==> src/rtl/bk_prefix_pipe_pkg.sv <==
// bk_prefix_pipe shared package: (g,p) lane type, combine operator,
// default widths and derived network sizes (positions, levels, stages).
package bk_prefix_pipe_pkg;

  localparam int DEF_WIDTH       = 64;
  localparam int DEF_LVL_PER_STG = 4;
  localparam int DEF_TAG_W       = 8;

  localparam int N = DEF_WIDTH + 1;
  localparam int U = $clog2(N);
  localparam int L = 2 * U;
  localparam int S = (L + DEF_LVL_PER_STG - 1) / DEF_LVL_PER_STG;

  typedef struct packed {
    logic g;
    logic p;
  } pg_t;

  // hi covers the more significant span, lo the span just below it
  function automatic pg_t pg_combine(pg_t hi, pg_t lo);
    pg_t r;
    r.g = hi.g | (hi.p & lo.g);
    r.p = hi.p & lo.p;
    return r;
  endfunction

endpackage

==> src/rtl/bk_prefix_pipe_if.sv <==
// bk_prefix_pipe handshake bundle: input side (in_valid/in_ready, a, b,
// cin, tag) and output side (out_valid/out_ready, p, g, tag).
interface bk_prefix_pipe_if #(
  parameter int WIDTH = 64,
  parameter int TAG_W = 8
);
  logic             in_valid;
  logic             in_ready;
  logic [WIDTH-1:0] a_i;
  logic [WIDTH-1:0] b_i;
  logic             cin_i;
  logic [TAG_W-1:0] tag_i;
  logic             out_valid;
  logic             out_ready;
  logic [WIDTH:0]   p_o;
  logic [WIDTH:0]   g_o;
  logic [TAG_W-1:0] tag_o;

  modport master (
    output in_valid, a_i, b_i, cin_i, tag_i, out_ready,
    input  in_ready, out_valid, p_o, g_o, tag_o
  );

  modport slave (
    input  in_valid, a_i, b_i, cin_i, tag_i, out_ready,
    output in_ready, out_valid, p_o, g_o, tag_o
  );
endinterface

==> src/rtl/bk_prefix_pipe_level.sv <==
// bk_prefix_level: one combinational level of the Brent-Kung network.
// pg_i/pg_o: NPOS lanes of (g,p). LEVEL 0 forms (a&b, a^b) from lanes
// carrying g=a, p=b; lane 0 already holds (cin, 0) and passes through.
module bk_prefix_level
  import bk_prefix_pipe_pkg::*;
#(
  parameter int NPOS  = 65,
  parameter int NUP   = 7,
  parameter int LEVEL = 0
) (
  input  pg_t [NPOS-1:0] pg_i,
  output pg_t [NPOS-1:0] pg_o
);

  for (genvar i = 0; i < NPOS; i++) begin : g_pos
    if (LEVEL == 0) begin : g_pg
      if (i == 0) begin : g_cin
        assign pg_o[i] = pg_i[i];
      end else begin : g_ab
        assign pg_o[i] = pg_t'{g: pg_i[i].g & pg_i[i].p,
                               p: pg_i[i].g ^ pg_i[i].p};
      end
    end else if (LEVEL <= NUP) begin : g_up
      localparam int D = 1 << (LEVEL - 1);
      if (((i + 1) % (2 * D)) == 0) begin : g_op
        assign pg_o[i] = pg_combine(pg_i[i], pg_i[i-D]);
      end else begin : g_thru
        assign pg_o[i] = pg_i[i];
      end
    end else begin : g_dn
      // span halves each down-sweep level: 2^(U-j), j = LEVEL-U
      localparam int SP = 1 << (2 * NUP - LEVEL);
      localparam int H  = SP / 2;
      if ((((i + 1) % SP) == H) && (i >= SP)) begin : g_op
        assign pg_o[i] = pg_combine(pg_i[i], pg_i[i-H]);
      end else begin : g_thru
        assign pg_o[i] = pg_i[i];
      end
    end
  end

endmodule

==> src/rtl/bk_prefix_pipe.sv <==
// bk_prefix_pipe: pipelined PG + Brent-Kung prefix for the adder.
// clk/rst (sync, active-high); bus: valid/ready in (a,b,cin,tag), out (p,g,tag).
module bk_prefix_pipe
  import bk_prefix_pipe_pkg::*;
#(
  parameter int WIDTH       = DEF_WIDTH,
  parameter int LVL_PER_STG = DEF_LVL_PER_STG,
  parameter int TAG_W       = DEF_TAG_W
) (
  input logic             clk,
  input logic             rst,
  bk_prefix_pipe_if.slave bus
);

  localparam int NP = WIDTH + 1;
  localparam int NU = $clog2(NP);
  localparam int NL = 2 * NU;
  localparam int NS = (NL + LVL_PER_STG - 1) / LVL_PER_STG;

  pg_t [NP-1:0]     raw;
  pg_t [NP-1:0]     lin  [NL];
  pg_t [NP-1:0]     lout [NL];
  logic [NP-1:0]    pv0;

  pg_t [NP-1:0]     grp_q [NS];
  logic [NP-1:0]    pv_q  [NS];
  logic [TAG_W-1:0] tag_q [NS];
  logic [NS-1:0]    vld_q;
  logic [NS-1:0]    vld_d;

  pg_t [NP-1:0]     gcap [NS];
  logic [NP-1:0]    pcap [NS];
  logic [TAG_W-1:0] tcap [NS];
  logic [NS-1:0]    src_v;
  logic [NS-1:0]    ld;
  logic [NS-1:0]    en;
  logic [NP-1:0]    gout;

  always_comb begin
    raw[0] = pg_t'{g: bus.cin_i, p: 1'b0};
    for (int i = 1; i < NP; i++) begin
      raw[i] = pg_t'{g: bus.a_i[i-1], p: bus.b_i[i-1]};
    end
    for (int i = 0; i < NP; i++) begin
      pv0[i]  = lout[0][i].p;
      gout[i] = grp_q[NS-1][i].g;
    end
  end

  // a level that starts a stage reads that stage's predecessor register
  for (genvar l = 0; l < NL; l++) begin : g_lvl
    if (l == 0) begin : g_src_in
      assign lin[l] = raw;
    end else if ((l % LVL_PER_STG) == 0) begin : g_src_reg
      assign lin[l] = grp_q[l/LVL_PER_STG-1];
    end else begin : g_src_chain
      assign lin[l] = lout[l-1];
    end
    bk_prefix_level #(
      .NPOS  (NP),
      .NUP   (NU),
      .LEVEL (l)
    ) u_lvl (
      .pg_i (lin[l]),
      .pg_o (lout[l])
    );
  end

  for (genvar k = 0; k < NS; k++) begin : g_stg
    localparam int END  = (k + 1) * LVL_PER_STG;
    localparam int LAST = ((END < NL) ? END : NL) - 1;
    assign gcap[k] = lout[LAST];
    if (k == 0) begin : g_first
      assign pcap[k]  = pv0;
      assign tcap[k]  = bus.tag_i;
      assign src_v[k] = bus.in_valid;
    end else begin : g_next
      assign pcap[k]  = pv_q[k-1];
      assign tcap[k]  = tag_q[k-1];
      assign src_v[k] = vld_q[k-1];
    end
  end

  // a stage may load when empty or when its successor loads
  always_comb begin
    logic nxt;
    nxt = bus.out_ready;
    for (int k = NS - 1; k >= 0; k--) begin
      nxt   = !vld_q[k] || nxt;
      ld[k] = nxt;
    end
    for (int k = 0; k < NS; k++) begin
      vld_d[k] = ld[k] ? src_v[k] : vld_q[k];
      en[k]    = ld[k] && src_v[k];
    end
  end

  always_ff @(posedge clk) begin
    if (rst) begin
      vld_q <= '0;
      for (int k = 0; k < NS; k++) begin
        grp_q[k] <= '0;
        pv_q[k]  <= '0;
        tag_q[k] <= '0;
      end
    end else begin
      vld_q <= vld_d;
      for (int k = 0; k < NS; k++) begin
        if (en[k]) begin
          grp_q[k] <= gcap[k];
          pv_q[k]  <= pcap[k];
          tag_q[k] <= tcap[k];
        end
      end
    end
  end

  assign bus.in_ready  = ld[0];
  assign bus.out_valid = vld_q[NS-1];
  assign bus.g_o       = gout;
  assign bus.p_o       = pv_q[NS-1];
  assign bus.tag_o     = tag_q[NS-1];

endmodule

==> src/flat_wrapper.sv <==
// flat-port wrapper written by rule: the top's interface ports become plain ports
module bk_prefix_pipe_flat import bk_prefix_pipe_pkg::*;
#(
  parameter int WIDTH       = DEF_WIDTH,
  parameter int LVL_PER_STG = DEF_LVL_PER_STG,
  parameter int TAG_W       = DEF_TAG_W
)
  (clk, rst, bus_in_valid, bus_a_i, bus_b_i, bus_cin_i, bus_tag_i, bus_out_ready, bus_in_ready, bus_out_valid, bus_p_o, bus_g_o, bus_tag_o);
  bk_prefix_pipe_if #(.WIDTH(WIDTH), .TAG_W(TAG_W)) bus_i ();
  input logic clk;
  input logic rst;
  input wire logic [$bits(bus_i.in_valid)-1:0] bus_in_valid;
  input wire logic [$bits(bus_i.a_i)-1:0] bus_a_i;
  input wire logic [$bits(bus_i.b_i)-1:0] bus_b_i;
  input wire logic [$bits(bus_i.cin_i)-1:0] bus_cin_i;
  input wire logic [$bits(bus_i.tag_i)-1:0] bus_tag_i;
  input wire logic [$bits(bus_i.out_ready)-1:0] bus_out_ready;
  output wire logic [$bits(bus_i.in_ready)-1:0] bus_in_ready;
  output wire logic [$bits(bus_i.out_valid)-1:0] bus_out_valid;
  output wire logic [$bits(bus_i.p_o)-1:0] bus_p_o;
  output wire logic [$bits(bus_i.g_o)-1:0] bus_g_o;
  output wire logic [$bits(bus_i.tag_o)-1:0] bus_tag_o;
  assign bus_i.in_valid = bus_in_valid;
  assign bus_i.a_i = bus_a_i;
  assign bus_i.b_i = bus_b_i;
  assign bus_i.cin_i = bus_cin_i;
  assign bus_i.tag_i = bus_tag_i;
  assign bus_i.out_ready = bus_out_ready;
  assign bus_in_ready = bus_i.in_ready;
  assign bus_out_valid = bus_i.out_valid;
  assign bus_p_o = bus_i.p_o;
  assign bus_g_o = bus_i.g_o;
  assign bus_tag_o = bus_i.tag_o;
  bk_prefix_pipe #(.WIDTH(WIDTH), .LVL_PER_STG(LVL_PER_STG), .TAG_W(TAG_W)) u_core (.clk(clk), .rst(rst), .bus(bus_i));
endmodule
==> config.mk <==
export PLATFORM = sky130hd
export DESIGN_NAME = bk_prefix_pipe_flat
export DESIGN_NICKNAME = d
export VERILOG_FILES = /design/src/rtl/bk_prefix_pipe_pkg.sv /design/src/rtl/bk_prefix_pipe_if.sv /design/src/rtl/bk_prefix_pipe_level.sv /design/src/rtl/bk_prefix_pipe.sv /design/src/flat_wrapper.sv
export SDC_FILE = /design/constraint.sdc
export NUM_CORES = 1
export LEC_CHECK = 0
export CORE_ASPECT_RATIO = 1.25
export CORE_MARGIN = 1
export CORE_UTILIZATION = 40
export DETAILED_ROUTE_END_ITERATION = 6
export GPL_TIMING_DRIVEN = 0
export PLACE_DENSITY = 0.64
export SYNTH_ARGS = -nofsm -noshare
export SYNTH_HDL_FRONTEND = slang
export SYNTH_SLANG_ARGS = --single-unit
==> constraint.sdc <==
create_clock -name clk -period 10.1 [get_ports clk]
set_input_delay 1.01 -clock clk [delete_from_list [all_inputs] [get_ports clk]]
set_output_delay 1.01 -clock clk [all_outputs]
set_load 0.02 [all_outputs]
======== Word-level counts from Yosys, hierarchy flattened ========
Memory sizes are Yosys's and may differ from the RTL's.
Index checks and enable logic that the tools add are counted.
cells by class
  mux-type cells .......................... 26
  bitwise operators ....................... 500
  reduce and logical (&&, ||, !) cells .... 12
operator list
  kind                count
  130-bit 2-to-1 mux  4
  1-bit AND           303
  65-bit 2-to-1 mux   4
  1-bit OR            133
  1-bit XOR           64
  8-bit 2-to-1 mux    4
  1-bit 2-to-1 mux    14
  1-bit logical AND   4
  1-bit logical NOT   4
  1-bit logical OR    4
word-level totals
  output and inout port bits .............. 140
  input port bits ......................... 141
  register bits ........................... 4
  memories kept ........................... 3
  memory bits (writable) .................. 812
  word-level logic and storage cells ...... 545
memory list
  memory        words  width  rd ports  clocked after memory_dff  wr ports  line                  text
  u_core.grp_q  4      130    4         0                         4         bk_prefix_pipe.sv:25  pg_t [NP-1:0] grp_q [NS];
  u_core.pv_q   4      65     4         0                         4         bk_prefix_pipe.sv:26  logic [NP-1:0] pv_q [NS];
  u_core.tag_q  4      8      4         0                         4         bk_prefix_pipe.sv:27  logic [TAG_W-1:0] tag_q [NS];

======== Depth between registers and ports, before layout ========
  depth in word-level cells ............... 10
  mapped depth ............................ 6
  depth with buffers taken out ............ 5

======== Hierarchy ========
Synthesis repeated with hierarchy kept, for this count alone.
second synthesis, totals
  cells, all modules ...................... 3747
  area total of the unflattened synthesis .. 43769.5 µm²
modules (own cells, without submodules)
  module                                        seq. area each (µm²)  instances  area an instance (µm²)  cells each
  bk_prefix_pipe                                22511.6               1          30276.5                 1991
  bk_prefix_level (u_core.g_lvl[10].u_lvl ...)  0.0                   8          974.7                   130
  bk_prefix_level (u_core.g_lvl[5].u_lvl ...)   0.0                   5          975.9                   130
  bk_prefix_level (u_core.g_lvl[0].u_lvl)       0.0                   1          815.8                   66

======== Worst setup path before layout ========
OpenSTA, ideal clock, no wires.
  path kind ............................... input-to-reg
  start ................................... in rst
  end ..................................... mem u_core.grp_q[1][100] (netlist name), enable pin
  library setup time ...................... 552 ps
  setup slack ............................. 4348 ps
  stages .................................. 2
  path buffers ............................ 1
  arrival time ............................ 5200 ps
  data required time ...................... 9548 ps
  path through ............................ clkbuf_1 nand2b_1
RTL lines
  item         line                  text
  from (decl)  flat_wrapper.sv:11    input logic rst;
  to (decl)    bk_prefix_pipe.sv:25

======== Final worst setup path ========
  start ................................... in bus_out_ready
  end ..................................... out bus_in_ready
between the ends
  word-level cells in the longest chain between the ends .. 4
ends and longest elaborated chain
  item                           line                  text
  from (decl)                    flat_wrapper.sv:17    input wire logic [$bits(bus_i.out_ready)-1:0] bus_out_ready;
  1-bit logical OR (4 in a row)  bk_prefix_pipe.sv:89  nxt = !vld_q[k] || nxt;
  to (decl)                      flat_wrapper.sv:18    output wire logic [$bits(bus_i.in_ready)-1:0] bus_in_ready;
Every way passes these cells.

==> flow_metrics.tcl <==
set metrics [dict create \
    rrSetupSlack_ns 7.56 \
    clockPowerShare_pct 38.4 \
    vdd_drop_max_v 0.000140 \
    pwr_density_cell_nw_per_um2 182 \
    grt_pass1_wl_um 76500 \
    io_pins 281 \
    layout_common_cells "edfxtp_1 (618), and2_1 (506), clkdlybuf4s50_1 (279), nor2_1 (96), a21oi_1 (84)" \
    syn2layout_area_growth_pct 23.9 \
    endpoint_kind "output port" \
    nets 2101 \
    clkTransAtPathRegs_ns 0.07 \
    synth.net_count 1755 \
    synth_cell_types 33 \
    timing.final.ws_setup_ns 6.51 \
    htreeDepth 2 \
    whs_ns 0.507 \
    first_pass_iters 5 \
    outcome "finished clean" \
    core_area_sq_um 59900 \
    critPathLaunch "bus_out_ready" \
    ys_ff_latch 622 \
    synth_area_per_cell_sq_um 15.8 \
    max_freq_mhz 279 \
    cp_max_fo 4 \
    vias 12500 \
    drc 0 \
    p_comb_share_pct 6.9 \
    p_sw_share_pct 21.0 \
    final_common_cell "edfxtp_1" \
    period_minus_slack_ns 3.59 \
    first_iter_violations 578 \
    seqPwrFrac_pct 54.7 \
    start_util_pct 40.7 \
    antenna_found_initial 2 \
    clockBufferDepth 3 \
    hold_violations 0 \
    num_rows 100 \
    drt_wl_total_um 52300 \
    rsz0062_at_grt "no" \
    p_int_mw 4.36 \
    crit_type "in2out" \
    hp-class "reg2reg" \
    dp_hpwl_um 38000 \
    cp.arrival_ns 2.58 \
    track_usage_pct 16.8 \
    grt_pass1_vias 12500 \
    die_h_um 278 \
    cts.sinks 622 \
    die_w_um 223 \
    grt_max_degree 79 \
    startpoint_type "primary input" \
    synthCells 1550 \
    finalMaxSlewViolations 0 \
    cts_made_buffers 57 \
    worstHoldStart "u_core.pv_q[2][37]" \
    min_period_over_period_pct 35.5 \
    netlist_area_sq_um 24400 \
    switching_power_mw 1.16 \
    dieArea_sq_um 62000 \
    gp_congestion 0.855 \
    drtAntennaViolNets 0 \
    clock_skew_ns 0.0138 \
    worstSkewPairLatency_ns 0.59 \
    grt_remaining_overflow 0 \
    ctsHoldBuffers 0 \
    wire_per_inst_um 19.3 \
    cts_setup_buffers 0 \
    cts_tree "built" \
    worst_pin_slew_ns 1.11 \
    tns_ns 0 \
    cap_viol_max_count 0 \
    setup_viol 0 \
    p_leak_nw 11.5 \
    port_buffers 279 \
    ys_warn_count 0 \
    ctsRootBufferMaster "clkbuf_16" \
    drive_gt1_share_pct 7.07 \
    ctsResizeCount 0 \
    required_ns 9.09 \
    worstReg2RegStart "u_core.vld_q[2]" \
    synth.yosys.seq_area_share_pct 76.3 \
    dp_slack_ns 6.31 \
    max_slew_margin_pct 25.7 \
    routed_via_density 4.63 \
]
[kinds of logic after synthesis]
family	share of synthesized area (%)
adder cells (fa/ha/maj)	3.28
AND/OR/NAND/NOR	15.9
AO/OA/AOI/OAI	2.97
flip-flops	76.3
other	0.0154
buffers and inverters	1.52
[stage by stage]
step	std cells	power, mW	utilization (%)	instance area [sq um]
2_1_floorplan	1550	3.26	-	24400
3_3_place_gp	2594	3.47	47.0	28200
3_5_place_dp	2602	3.46	47.4	28400
4_1_cts	2703	5.57	50.5	30200
5_1_grt	2703	5.69	50.5	30200
6_report	2705	5.52	50.5	30300
[power groups by stage]
stage	Sequential [mW]	Combinational, mW	Clock, mW
2_1_floorplan	3.12	0.147	0
3_3_place_gp	3.10	0.368	0
3_5_place_dp	3.07	0.387	0
4_1_cts	3.02	0.389	2.16
5_1_grt	3.03	0.411	2.25
6_report	3.02	0.381	2.12
[routing by layer]
| metal | routed length (um) | global-route usage, % | vias up |
|---|---|---|---|
| met5 | 0 | 0 | - |
| met4 | 1540 | 5.68 | 0 |
| met3 | 1970 | 2.67 | 77 |
| met2 | 28600 | 32.2 | 256 |
| met1 | 20200 | 18.8 | 5985 |
| li1 | - | - | 6205 |
[sequential cells by signal, summed over array words and instances (netlist names)]
signal	cells
u_core.pv_q	193
u_core.vld_q	4
u_core.grp_q	393
u_core.tag_q	32
[final timing paths]
kind                                      endpoint  cells past startpoint
worst max-delay path                  bus_in_ready                      4
worst min-delay path            u_core.pv_q[3][37]                      1
worst max register to register  u_core.grp_q[2][9]                      6
worst min register to register  u_core.pv_q[3][37]                      1
[synth_stat cells]
library cell  number  share of area (%)
a21oi_1           84                1.7
ha_1              64                3.3
o21ai_0           17               0.35
buf_4              4               0.12
a2111o_1           1              0.046
nand2_1           32               0.49
conb_1             1              0.015
a22o_1            15               0.54
nor3_1             8               0.16
dfxtp_1            4               0.33
o32ai_2            1              0.067
nand3b_1           3              0.092
a211oi_1           1              0.031
edfxtp_1         618                 76
and3_1             8               0.20
nor2_2             2              0.051
nand2_2            1              0.026
nor3b_4            1              0.077
or2_2              2              0.051
nand2b_1           5               0.13
clkbuf_2          10               0.20
buf_6             10               0.46
and4b_4            1              0.056
buf_2              8               0.16
nor2_1            96                1.5
inv_1              3              0.046
clkbuf_1          34               0.52
a21o_1             6               0.18
nand3_2            1              0.041
and3b_4            1              0.051
o21a_1             1              0.031
nor2b_1            1              0.026
and2_1           506                 13
[area by class of cell]
type                    instances  area [sq um]
flip-flops and latches        622         18600
well taps                     765           957
clock buffers                  68          1470
diodes                          2          5.00
fillers                      4969         29700
inverters                       3          11.3
clock inverters                33           357
multi-input cells             859          5440
plain buffers                  66           360
repair buffers                287          3010
[worst max-delay path: stages]
cell	delay [ns]
clkdlybuf4s50_1	0.46
and4b_4	0.40
nand2_2	0.10
clkdlybuf4s50_1	0.62
Power figures use the tool's default switching activity.
